`config.mk`:
```
export PLATFORM = sky130hd
export DESIGN_NAME = z80_wb_arbiter
export DESIGN_NICKNAME = d
export VERILOG_FILES = /design/src/rtl/z80_wb_arbiter.sv
export SDC_FILE = /design/constraint.sdc
export NUM_CORES = 1
export LEC_CHECK = 0
export ABC_AREA = 1
export BUFFER_PORTS_ARGS = -buffer_cell sky130_fd_sc_hd__buf_2
export CAP_MARGIN = 20
export CELL_PAD_IN_SITES_DETAIL_PLACEMENT = 1
export CELL_PAD_IN_SITES_GLOBAL_PLACEMENT = 1
export CORE_MARGIN = 2
export CORE_UTILIZATION = 19
export CTS_CLUSTER_SIZE = 8
export DETAILED_ROUTE_END_ITERATION = 8
export PLACE_DENSITY = 0.81
export SLEW_MARGIN = 20
export SYNTH_ARGS = -nofsm -noshare
export SYNTH_HDL_FRONTEND = slang
export SYNTH_SLANG_ARGS = --single-unit
```
`constraint.sdc`:
```
create_clock -name wb_clk_i -period 1.2 [get_ports wb_clk_i]
set_input_delay 0.06 -clock wb_clk_i [delete_from_list [all_inputs] [get_ports wb_clk_i]]
set_output_delay 0.06 -clock wb_clk_i [all_outputs]
set_load 0.01 [all_outputs]
```
`src/rtl/z80_wb_arbiter.sv`:
```
// -----------------------------------------------------------------------------
// z80_wb_arbiter
//
// Two-master Wishbone arbiter placed in front of a single shared slave bus.
// Master 0 is the Z80 core, master 1 is a DMA / debug port. A three-state
// FSM (IDLE, GNT0, GNT1) owns the bus. Grants are never taken from a master
// while it holds cyc, and every tenure is followed by at least one IDLE cycle.
// Simultaneous requests in IDLE are resolved round-robin.
//
// A watchdog counts stalled strobe cycles. When the slave fails to acknowledge
// within TIMEOUT cycles, the granted master receives a single-cycle error
// termination. The grant itself is kept.
//
// Parameters
//   TIMEOUT      stalled-cycle limit before an error pulse (1..255)
//
// Ports
//   wb_clk_i     clock, all state changes on its rising edge
//   wb_rst_i     synchronous active-high reset
//   m0_*_i       master 0 request: cyc, stb, we, adr[15:0], dat[7:0], tga[1:0]
//   m1_*_i       master 1 request, same set of signals as master 0
//   m0/m1_ack_o  transfer acknowledge to each master
//   m0/m1_err_o  timeout error termination to each master
//   m_dat_o      read data, broadcast to both masters
//   wb_*_o       shared slave bus: cyc, stb, we, adr, dat, tga
//   wb_ack_i     slave acknowledge
//   wb_dat_i     slave read data
//   arb_gnt_o    one-hot grant status {m1, m0}; 2'b00 when idle
// -----------------------------------------------------------------------------
module z80_wb_arbiter #(
    parameter int unsigned TIMEOUT = 255
) (
    input  logic        wb_clk_i,
    input  logic        wb_rst_i,

    input  logic        m0_cyc_i,
    input  logic        m0_stb_i,
    input  logic        m0_we_i,
    input  logic [15:0] m0_adr_i,
    input  logic [7:0]  m0_dat_i,
    input  logic [1:0]  m0_tga_i,
    output logic        m0_ack_o,
    output logic        m0_err_o,

    input  logic        m1_cyc_i,
    input  logic        m1_stb_i,
    input  logic        m1_we_i,
    input  logic [15:0] m1_adr_i,
    input  logic [7:0]  m1_dat_i,
    input  logic [1:0]  m1_tga_i,
    output logic        m1_ack_o,
    output logic        m1_err_o,

    output logic [7:0]  m_dat_o,

    output logic        wb_cyc_o,
    output logic        wb_stb_o,
    output logic        wb_we_o,
    output logic [15:0] wb_adr_o,
    output logic [7:0]  wb_dat_o,
    output logic [1:0]  wb_tga_o,
    input  logic        wb_ack_i,
    input  logic [7:0]  wb_dat_i,

    output logic [1:0]  arb_gnt_o
);

    typedef enum logic [1:0] {
        IDLE = 2'd0,
        GNT0 = 2'd1,
        GNT1 = 2'd2
    } state_t;

    // The watchdog fires when the count reaches TIMEOUT-1 on a stalled cycle.
    // That cycle is the TIMEOUT-th stalled cycle of the tenure.
    localparam logic [7:0] WD_LIMIT = 8'(TIMEOUT - 1);

    state_t     state;
    logic       last_m1;     // 1: master 1 held the most recent grant
    logic [7:0] wd_cnt;

    logic       gnt0;
    logic       gnt1;
    logic       leaving;
    logic       wd_expire;

    // Grants are masked while reset is high. The bus therefore reads as idle
    // during reset as well as after it, not only from the next edge onward.
    assign gnt0 = (state == GNT0) && !wb_rst_i;
    assign gnt1 = (state == GNT1) && !wb_rst_i;

    assign arb_gnt_o = {gnt1, gnt0};

    // The granted master has released its cycle. The state changes on this edge.
    assign leaving = (state == GNT0 && !m0_cyc_i) || (state == GNT1 && !m1_cyc_i);

    // A slave ack in the same cycle wins over the timeout. Ack and error are
    // therefore never high together.
    assign wd_expire = wb_stb_o && !wb_ack_i && (wd_cnt == WD_LIMIT);

    // -------------------------------------------------------------------------
    // Arbitration FSM, round-robin pointer and watchdog counter
    // -------------------------------------------------------------------------
    // NOTE: state registers use non-blocking assignments only. Every read in
    // this block then sees the pre-edge value, whatever order the statements
    // are written in.
    always_ff @(posedge wb_clk_i) begin
        if (wb_rst_i) begin
            state   <= IDLE;
            last_m1 <= 1'b1;      // makes m0 the winner of the first tie
            wd_cnt  <= 8'd0;
        end else begin
            // Watchdog: count stalled strobe cycles within a single tenure.
            if (leaving || !wb_stb_o || wb_ack_i || wd_expire) begin
                wd_cnt <= 8'd0;
            end else begin
                wd_cnt <= wd_cnt + 8'd1;
            end

            case (state)
                IDLE: begin
                    // Only registered state reaches the bus. A request raised
                    // here is seen on wb_cyc_o one edge later.
                    if (m0_cyc_i && m1_cyc_i) begin
                        if (last_m1) begin
                            state   <= GNT0;
                            last_m1 <= 1'b0;
                        end else begin
                            state   <= GNT1;
                            last_m1 <= 1'b1;
                        end
                    end else if (m0_cyc_i) begin
                        state   <= GNT0;
                        last_m1 <= 1'b0;
                    end else if (m1_cyc_i) begin
                        state   <= GNT1;
                        last_m1 <= 1'b1;
                    end
                end
                GNT0: begin
                    if (!m0_cyc_i) state <= IDLE;
                end
                GNT1: begin
                    if (!m1_cyc_i) state <= IDLE;
                end
                default: state <= IDLE;
            endcase
        end
    end

    // -------------------------------------------------------------------------
    // Bus multiplexer: the granted master drives the slave bus directly
    // -------------------------------------------------------------------------
    // NOTE: every output is given a default before the if-chain, so no path
    // leaves a signal unassigned and no latch is inferred.
    always_comb begin
        wb_cyc_o = 1'b0;
        wb_stb_o = 1'b0;
        wb_we_o  = 1'b0;
        wb_adr_o = 16'h0000;
        wb_dat_o = 8'h00;
        wb_tga_o = 2'b00;
        if (gnt0) begin
            wb_cyc_o = m0_cyc_i;
            wb_stb_o = m0_stb_i;
            wb_we_o  = m0_we_i;
            wb_adr_o = m0_adr_i;
            wb_dat_o = m0_dat_i;
            wb_tga_o = m0_tga_i;
        end else if (gnt1) begin
            wb_cyc_o = m1_cyc_i;
            wb_stb_o = m1_stb_i;
            wb_we_o  = m1_we_i;
            wb_adr_o = m1_adr_i;
            wb_dat_o = m1_dat_i;
            wb_tga_o = m1_tga_i;
        end
    end

    // A slave ack in IDLE reaches neither master.
    assign m0_ack_o = wb_ack_i && gnt0 && m0_stb_i;
    assign m1_ack_o = wb_ack_i && gnt1 && m1_stb_i;

    assign m0_err_o = gnt0 && wd_expire;
    assign m1_err_o = gnt1 && wd_expire;

    assign m_dat_o = wb_dat_i;

endmodule

```
Word level (Yosys, flattened, before mapping) --
Index checks and enable logic that the tools add are counted.
Word-level totals: flip-flop bits (word level) 11
Operators by class: $add $sub $neg 1, eq/ne operators 6, reductions and logical operators 27, mux-type cells 23
Operators with widths (count):
- 16-bit 2-to-1 mux | 2
- 2-bit 2-to-1 mux | 8
- 8-bit 2-to-1 mux | 2
- 1-bit logical AND | 13
- 1-bit 2-to-1 mux | 10
- 8-bit by 1-bit adder with 8-bit output, second input constant | 1
- 8-bit equality test, second input constant | 1
- 2-bit case mux with 3 select lines | 1
- 1-bit zero test | 5
- 1-bit logical OR | 4
- 2-bit inequality test, second input constant | 2
- 4-bit inequality test, second input constant | 1
- 3-bit AND reduction | 1
- 3-bit nonzero test | 1
- 2-bit by 1-bit equality test with 1-bit output, second input constant | 1
- 2-bit equality test, second input constant | 1
- 2-bit zero test | 1
- 2-bit AND reduction | 1
- 2-bit OR reduction | 1

Logic depth before layout (Yosys ltp) --
Gate-level depths: netlist of run 1.
depth after elaboration 9, gate-level depth with buffers 7

Worst setup path after synthesis of run 1 --
No wires, ideal clock.
path kind register to register, start reg wd_cnt[0], end reg wd_cnt[0], required time 1.134 ns, cell stages (with the launch flop) 8, setup time 0.066 ns, path slack 0.081 ns, arrival 1.053 ns, cells stage by stage dfxtp_1 -> inv_1 -> ha_1 -> inv_1 -> nor2_1 -> nand2_1 -> nand4_4 -> nor2_2
On the way: cells in the longest elaborated chain, start to end 4
Ends and longest elaborated chain:
- from (decl) | RTL line 80 | logic [7:0] wd_cnt;
- from (signal assigned) | RTL line 117 | wd_cnt <= wd_cnt + 8'd1;
- branches (longest 4 deep; another with 8-bit by 1-bit adder with 8-bit output)
Several ways; the timed one is not identified. A chain may end at the register's enable or synchronous reset.

Final worst setup path of run 1 --
start reg state[0], end out m0_err_o
On the way: cells in the longest elaborated chain, start to end 7
Ends and longest elaborated chain:
- from (decl) | RTL line 78 | state_t state;
- from (signal assigned) | RTL line 109 | state <= IDLE;
- from (signal assigned) | RTL line 126 | state <= GNT0;
- from (signal assigned) | RTL line 129 | state <= GNT1;
- 2-bit equality test | RTL line 90 | assign gnt1 = (state == GNT1) && !wb_rst_i;
- 1-bit logical AND | RTL line 90
- 1-bit 2-to-1 mux | RTL line 170 | end else if (gnt1) begin
- 1-bit 2-to-1 mux | RTL line 163 | if (gnt0) begin
- 1-bit logical AND (2 in a row) | RTL line 99 | assign wd_expire = wb_stb_o && !wb_ack_i && (wd_cnt == WD_LIMIT);
- 1-bit logical AND (*) | RTL line 184 | assign m0_err_o = gnt0 && wd_expire;
- to (decl) | RTL line 43 | output logic m0_err_o,
Every way passes the cells marked *; elsewhere a longest branch is shown, timed or not.

==> results of run 1 <==
worst max path at each step:
stage	startpoint	to	slack, ps	cells past startpoint
detailed placement	state[0]	wb_dat_o[7]	-60	4
floorplan	wd_cnt[0]	wd_cnt[0]	80	7
global placement	state[1]	wb_dat_o[7]	-20	5
CTS	state[0]	m0_err_o	-210	6
finish	state[0]	m0_err_o	-200	6
global route	state[1]	m0_err_o	-280	6
metrics by stage:
stage	std cells	util, %	hold WS (ps)	TNS (ps)
floorplan	118	-	129	0
global placement	269	29.6	120	-68.9
detailed placement	269	29.6	120	-294
CTS	284	33.9	11.9	-4210
global route	289	35.2	21.2	-7480
finish	289	35.2	15.7	-4840
where the power goes:
part / switching (mW) / internal (mW) / leakage (nW) / total (mW)
Combinational: 0.191 / 0.198 / 0.765 / 0.388
Sequential: 0.0142 / 0.376 / 0.0927 / 0.390
Clock: 0.138 / 0.233 / 0.0228 / 0.371
final cells by class:
class / instances / area share (%)
Timing Repair Buffer: 110 / 36.7
Sequential cell: 11 / 13.7
Inverter: 13 / 4.05
Timing Repair inverter: 4 / 2.51
Multi-Input combinational cell: 80 / 35.4
Tap cell: 67 / 4.94
Clock buffer: 4 / 2.65
critical path, cell delays in order, from the launching register on:
cell and delay (ps):
dfxtp_4 370, inv_4 80, nand4_1 120, nand2_2 130, nand4_1 130, nor2_1 130
buf_2 140
layer usage:
metal	vias to the layer above	GRT usage, %	routed length [um]
met5	-	0	0
met3	6	2.68	393
met2	59	28.8	2320
met1	616	14.1	1580
li1	623	-	-
met4	0	6.43	81
sequential cells by signal, indices dropped and copies added (netlist names):
signal,flops
state,2
wd_cnt,8
last_m1,1
layout by cell type (no fill, tap or decap), types with 2 or more instances in the layout:
cell type / n
dfxtp_1: 5
nand4_1: 4
buf_6: 4
inv_2: 2
inv_8: 5
buf_2: 92
clkbuf_8: 3
nor2_1: 3
buf_4: 13
dfxtp_4: 2
a22o_1: 27
xnor2_1: 2
nand3_4: 2
inv_4: 2
nand3_1: 6
xor2_1: 3
nand2_1: 10
dfxtp_2: 4
nor2_2: 13
a21oi_1: 2
inv_1: 6
cells by family (layout without fill, tap and decap cells):
family                   Yosys count  count (layout)  synth area share [%]
adder cells (fa/ha/maj)            2               2                  2.60
buffers and inverters             27             131                  18.1
AND/OR/NAND/NOR                   40              40                  23.1
XOR/XNOR                           5               5                  4.55
flip-flops                        11              11                  22.9
AO/OA/AOI/OAI                     33              33                  28.7
what timing repair did:
action,4_1_cts,5_1_grt
endpoints found under the setup margin,33,43
resized for setup,22,12
buffers inserted,8,6
gates cloned,3,1
pin swaps,3,21
==> reports/qor.yml, run 1 <==
run_status:
  status: "finished with violations"
  failed_checks: "setup timing"
synthesis:
  syn_inst: 118
  synth.top_cells.by_count: "27 x a22o_1, 11 x dfxtp_1, 10 x buf_4, 10 x nand2_1, 9 x nor2_2"
  avgSynthCellArea_um2: 8.15
  yosysWarningCount: 0
  synth_area_leaders: "a22o_1 25%, dfxtp_1 23%, buf_4 7.8%"
  synth.distinct_cells: 24
  synth_edf_count: 0
  synth_seq_cells: 11
  synth_area_um2: 962
  synth_ff_type: "dfxtp_1"
  synth_top_area_share_pct: 24.6
  synth_most_common_cell: "a22o_1"
  async_flop_share_pct: 0
  synth_top_area_cell: "a22o_1"
  syn-num-nets: 189
  seq_area_frac_synth_pct: 22.9
pwr:
  power_density_nw_per_um2: 677
  power_mw: 1.15
  p_leak_nw: 0.880
  ir_drop_mv: 0.311
timing:
  tightestPinTransition_ps: 268
  slew_viol_final: 0
  fmax_mhz: 713
  period_needed_ps: 1400
  finalSetupViolations: 37
  rsz0062_at_grt: "yes"
  hold_viol_final: 0
  fin_crit_sh_pct: 117
  relSlewSlack_pct: 82.1
  setup_slack_ps: -202
  skew_ps: 3.69
min_path:
  hold_depth: 2
  whs_endpoint: "state[1]"
  hp-class: "primary input to flop"
  min-delay-start: "wb_rst_i"
clocking:
  clk-insertion-delay-late_ps: 240
  holdBufCountCts: 0
  root_buffer: "clkbuf_8"
  clk_pin_slew_ps: 50
  cts_made_buffers: 3
  cts_tree: "done"
  htree_num_levels: 1
  clock-sinks: 11
  clockBufferDepth: 2
worst_setup_path:
  r2r_start: "state[0]"
  path_class: "flop to primary output"
  cp_max_fo: 5
  arrival_ps: 1340
  r2r-end: "wd_cnt[1]"
  rr_worst_depth: 6
  endpoint_kind: "primary output"
  crit_required_ps: 1140
  reg2reg_slack_ps: -30
  cp-start-kind: "flop"
global_routing:
  grt_max_degree: 15
  grt_antenna_before_repair: 0
  grt_first_pass_wirelength_mm: 6.04
  grt_overflow: 0
  grt_pass1_vias: 1271
  grt_usage_pct: 14.4
finish:
  multi_input_comb_area_um2: 602
  nNetsFinal: 294
  syn_to_final_growth_pct: 76.5
  layout-drive-gt1-share_pct: 66.7
  antenna_cells: 0
  nFillCells: 628
  register_area_um2: 233
  final_design_area_no_fill_um2: 1700
floorplan:
  dieArea_um2: 5650
  ioPinCount: 112
  core-area_um2: 4820
  die_y_um: 75.2
  die_x_um: 75.2
  initial_core_util_pct: 20.0
  rows: 25
placement:
  io_buffers: 95
  place_congestion: 0.729
  placed_cell_area_um2: 1420
  pre_cts_ws_ps: -59.9
  dp.final_hpwl_mm: 3.05
detailed_routing:
  drt_first_pass_iters: 3
  vias_per_cell: 4.51
  num_vias: 1304
  avgRoutedWirePerCell_um: 15.1
  totalWireLength_mm: 4.38
  drc: 0
  ant_nets: 0
  drtIter0Drc: 14
job:
  cap_violations: 0
No activity file was read; power rests on OpenSTA's default activity.
==> run 2: changes to the inputs <==
- ABC_AREA: 1 -> 0
- PLACE_DENSITY: 0.81 -> 0.8
==> reports/qor.yml, run 2 <==
pwr:
  internal_power_uw: 813  # +0.82%
  p_sw_uw: 330  # -3.7%
  ir_drop_mv: 0.327  # +5.2%
  power_density_nw_per_um2: 598  # -12%
  pwr-share-comb_pct: 32.4  # -1.4 points
  swShare_pct: 28.8  # -0.96 points
  power_frac_seq_pct: 33.8  # about the same
  clkPwrFrac_pct: 33.8  # +1.5 points
  p_leak_nw: 0.917  # +4.1%
finish:
  register_area_um2: 231  # -0.54%
  multi_input_comb_area_um2: 759  # +26%
  final_core_util_pct: 39.7  # +4.4 points
  final_design_area_no_fill_um2: 1910  # +13%
  largest_reg_flops: 8  # unchanged
  final_cell_mix: "90 x buf_2, 28 x a22o_1, 16 x buf_4"
  fin_cells: 287  # -0.69%
  antenna_cells: 0  # unchanged
  nNetsFinal: 292  # -0.68%
  syn_to_final_growth_pct: 97.3
  regMostFlops: "wd_cnt"
  nFillCells: 607  # -3.3%
  top_regs: "wd_cnt (8), state (2), last_m1 (1)"
  final_common_cell: "buf_2"
  layout-drive-gt1-share_pct: 71.8  # +5.2 points
worst_setup_path:
  arrival_ps: 1480  # +140 ps
  endpoint_kind: "primary output"
  cp_max_fo: 2  # -3
  crit_required_ps: 1140  # about the same
  reg2reg_slack_ps: -100  # -70 ps
  cp-start-kind: "flop"
  r2r_start: "state[0]"
  startpoint: "wd_cnt[0]"
  r2r-end: "wd_cnt[3]"
  rr_worst_depth: 5  # -1
  path_class: "flop to primary output"
  cp-endpoint: "m1_err_o"
synthesis:
  yosysWarningCount: 0  # unchanged
  synth_top_area_cell: "a22o_1"
  avgSynthCellArea_um2: 8.42  # +3.3%
  synth-xor-area-share_pct: 2.71  # -1.8 points
  syn_inst: 115  # -2.5%
  synth_area_leaders: "a22o_1 25%, dfxtp_1 23%, buf_4 7.8%"
  synth_area_um2: 968  # +0.65%
  yosys.area_share.simple_pct: 23.3  # +0.11 points
  synth_most_common_cell: "a22o_1"
  async_flop_share_pct: 0  # unchanged
  synth.top_cells.by_count: "28 x a22o_1, 11 x dfxtp_1, 10 x buf_4"
  synth.distinct_cells: 37  # +54%
  synth_top_area_share_pct: 25.3  # +0.75 points
  synth_edf_count: 0  # unchanged
  syn-num-nets: 186  # -1.6%
  synth_top_family_by_area: "compound AO/OA/AOI/OAI gates"
  synth_mux_area_share_pct: 0  # unchanged
  synth_seq_cells: 11  # unchanged
  synth_ff_type: "dfxtp_1"
  synth_compound_area_share_pct: 34.9  # +6.1 points
  seq_area_frac_synth_pct: 22.7  # -0.15 points
  synth_fa_ha_area_share_pct: 2.58  # -0.017 points
timing:
  skew_ps: 1.89  # -1.80 ps
  tightestPinTransition_ps: 354  # +86.0 ps
  slew_viol_final: 0  # unchanged
  period_needed_ps: 1540  # +138 ps
  fin_crit_sh_pct: 128  # +12 points
  relSlewSlack_pct: 76.3  # -5.8 points
  setup_slack_ps: -340  # -138 ps
  hold_viol_final: 0  # unchanged
  fmax_mhz: 649  # -9.0%
  rsz0062_at_grt: "yes"
  finalSetupViolations: 42  # +14%
  hold-worst-slack_ps: 97.9  # +82.2 ps
global_routing:
  grt_usage_pct: 15.3  # +0.91 points
  grt_overflow: 0  # unchanged
  grt_max_degree: 32  # +17
  grt_antenna_before_repair: 0  # unchanged
  grt_first_pass_wirelength_mm: 6.49  # +7.4%
  grt_pass1_vias: 1343  # +5.7%
clocking:
  holdBufCountCts: 0  # unchanged
  clockBufferDepth: 2  # unchanged
  cts_made_buffers: 3  # unchanged
  cts_tree: "done"
  htree_num_levels: 1  # unchanged
  root_buffer: "clkbuf_8"
  clock-sinks: 11  # unchanged
  clk-insertion-delay-late_ps: 240  # about the same
  clk_pin_slew_ps: 50  # about the same
detailed_routing:
  num_vias: 1376  # +5.5%
  vias_per_cell: 4.79  # +6.3%
  ant_nets: 0  # unchanged
  drt_first_pass_iters: 4  # +1
  drc: 0  # unchanged
  totalWireLength_mm: 4.91  # +12%
  drtIter0Drc: 43  # +29
  avgRoutedWirePerCell_um: 17.1  # +13%
floorplan:
  rows: 25  # unchanged
  dieArea_um2: 5680  # +0.63%
  initial_core_util_pct: 20.1  # +0.13 points
  ioPinCount: 112  # unchanged
  die_x_um: 75.4  # +0.31%
  die_y_um: 75.4  # +0.31%
  core-area_um2: 4820  # unchanged
run_status:
  status: "finished with violations"
  failed_checks: "setup timing"
placement:
  io_buffers: 95  # unchanged
  place_inst: 274  # +1.9%
  placed_cell_area_um2: 1570  # +10%
  place_congestion: 0.761  # +4.3%
  dp.final_hpwl_mm: 3.41  # +12%
job:
  cap_violations: 0  # unchanged
min_path:
  hp-class: "primary input to flop"
-- run 2: cell types whose count changed after synthesis, moves of 3 or more --
cell,previous run,this run
nand3_1,6,2
and3_1,0,3
inv_1,7,3
nand2_1,10,4
nor2_1,7,4
nand4_1,4,1
buf_2,0,8
nor3_1,0,6
buf_6,4,0
nor2_2,9,0
-- run 2: cell families (layout without fill, tap and decap cells) --
| group | Yosys count | after routing |
|---|---|---|
| AND/OR/NAND/NOR | 35 | 35 |
| XOR/XNOR | 3 | 3 |
| buffers and inverters | 23 | 128 |
| flip-flops | 11 | 11 |
| adder cells (fa/ha/maj) | 2 | 2 |
| AO/OA/AOI/OAI | 41 | 41 |
-- run 2: cell type report --
| type | count | share of cell area, % |
|---|---|---|
| repair buffers | 120 | 40.3 |
| multi-input cells | 81 | 39.8 |
| flip-flops and latches | 11 | 12.1 |
| well taps | 67 | 4.39 |
| clock buffers | 4 | 2.36 |
| inverters | 4 | 1.05 |
-- run 2: per-stage QoR --
stage	setup TNS, ps	setup WS [ps]	power (mW)
2_1_floorplan	0	9.95	0.544
3_3_place_gp	-2510	-110	0.695
3_5_place_dp	-5410	-209	0.704
4_1_cts	-10240	-323	1.13
5_1_grt	-13360	-423	1.21
6_report	-10360	-340	1.14
-- run 2: critical path, stage by stage, from the launching register on --
cell and delay (ps):
dfxtp_2 330, inv_2 70, ha_4 140, and4_4 250, o2111ai_4 110, nor4_2 170, buf_2 170
-- run 2: power by group through the flow --
stage	clock, mW	sequential (mW)	combinational (mW)
floorplan	0	0.387	0.157
global placement	0	0.392	0.303
detailed placement	0	0.394	0.310
CTS	0.389	0.383	0.357
global route	0.422	0.387	0.399
finish	0.387	0.386	0.370
-- run 2: how the worst min path moves through the flow --
stage                      from          to  slack, ps  depth (start not counted)
CTS                    m0_cyc_i    state[1]         80                          2
finish                 m0_cyc_i    state[1]        100                          2
detailed placement  wb_dat_i[1]  m_dat_o[1]        120                          0
global route           m0_cyc_i    state[1]         90                          2
global placement    wb_dat_i[1]  m_dat_o[1]        120                          0
floorplan              m0_cyc_i    state[1]        180                          1
-- run 2: timing repair --
action | in CTS | in global routing
setup buffers | 6 | 4
resized for setup | 32 | 19
cloned | 2 | 0
pin swaps | 6 | 8
setup endpoints to repair | 42 | 43
-- run 2: routing by layer --
metal  vias up  GRT usage [%]  wire length (um)  share of wire [%]
li1        650              -                 -                  -
met3        12           4.50               508                 10
met1       638           16.1              1730                 35
met2        76           28.0              2530                 52
met4         0           6.82               142                2.9
met5         -              0                 0                  0
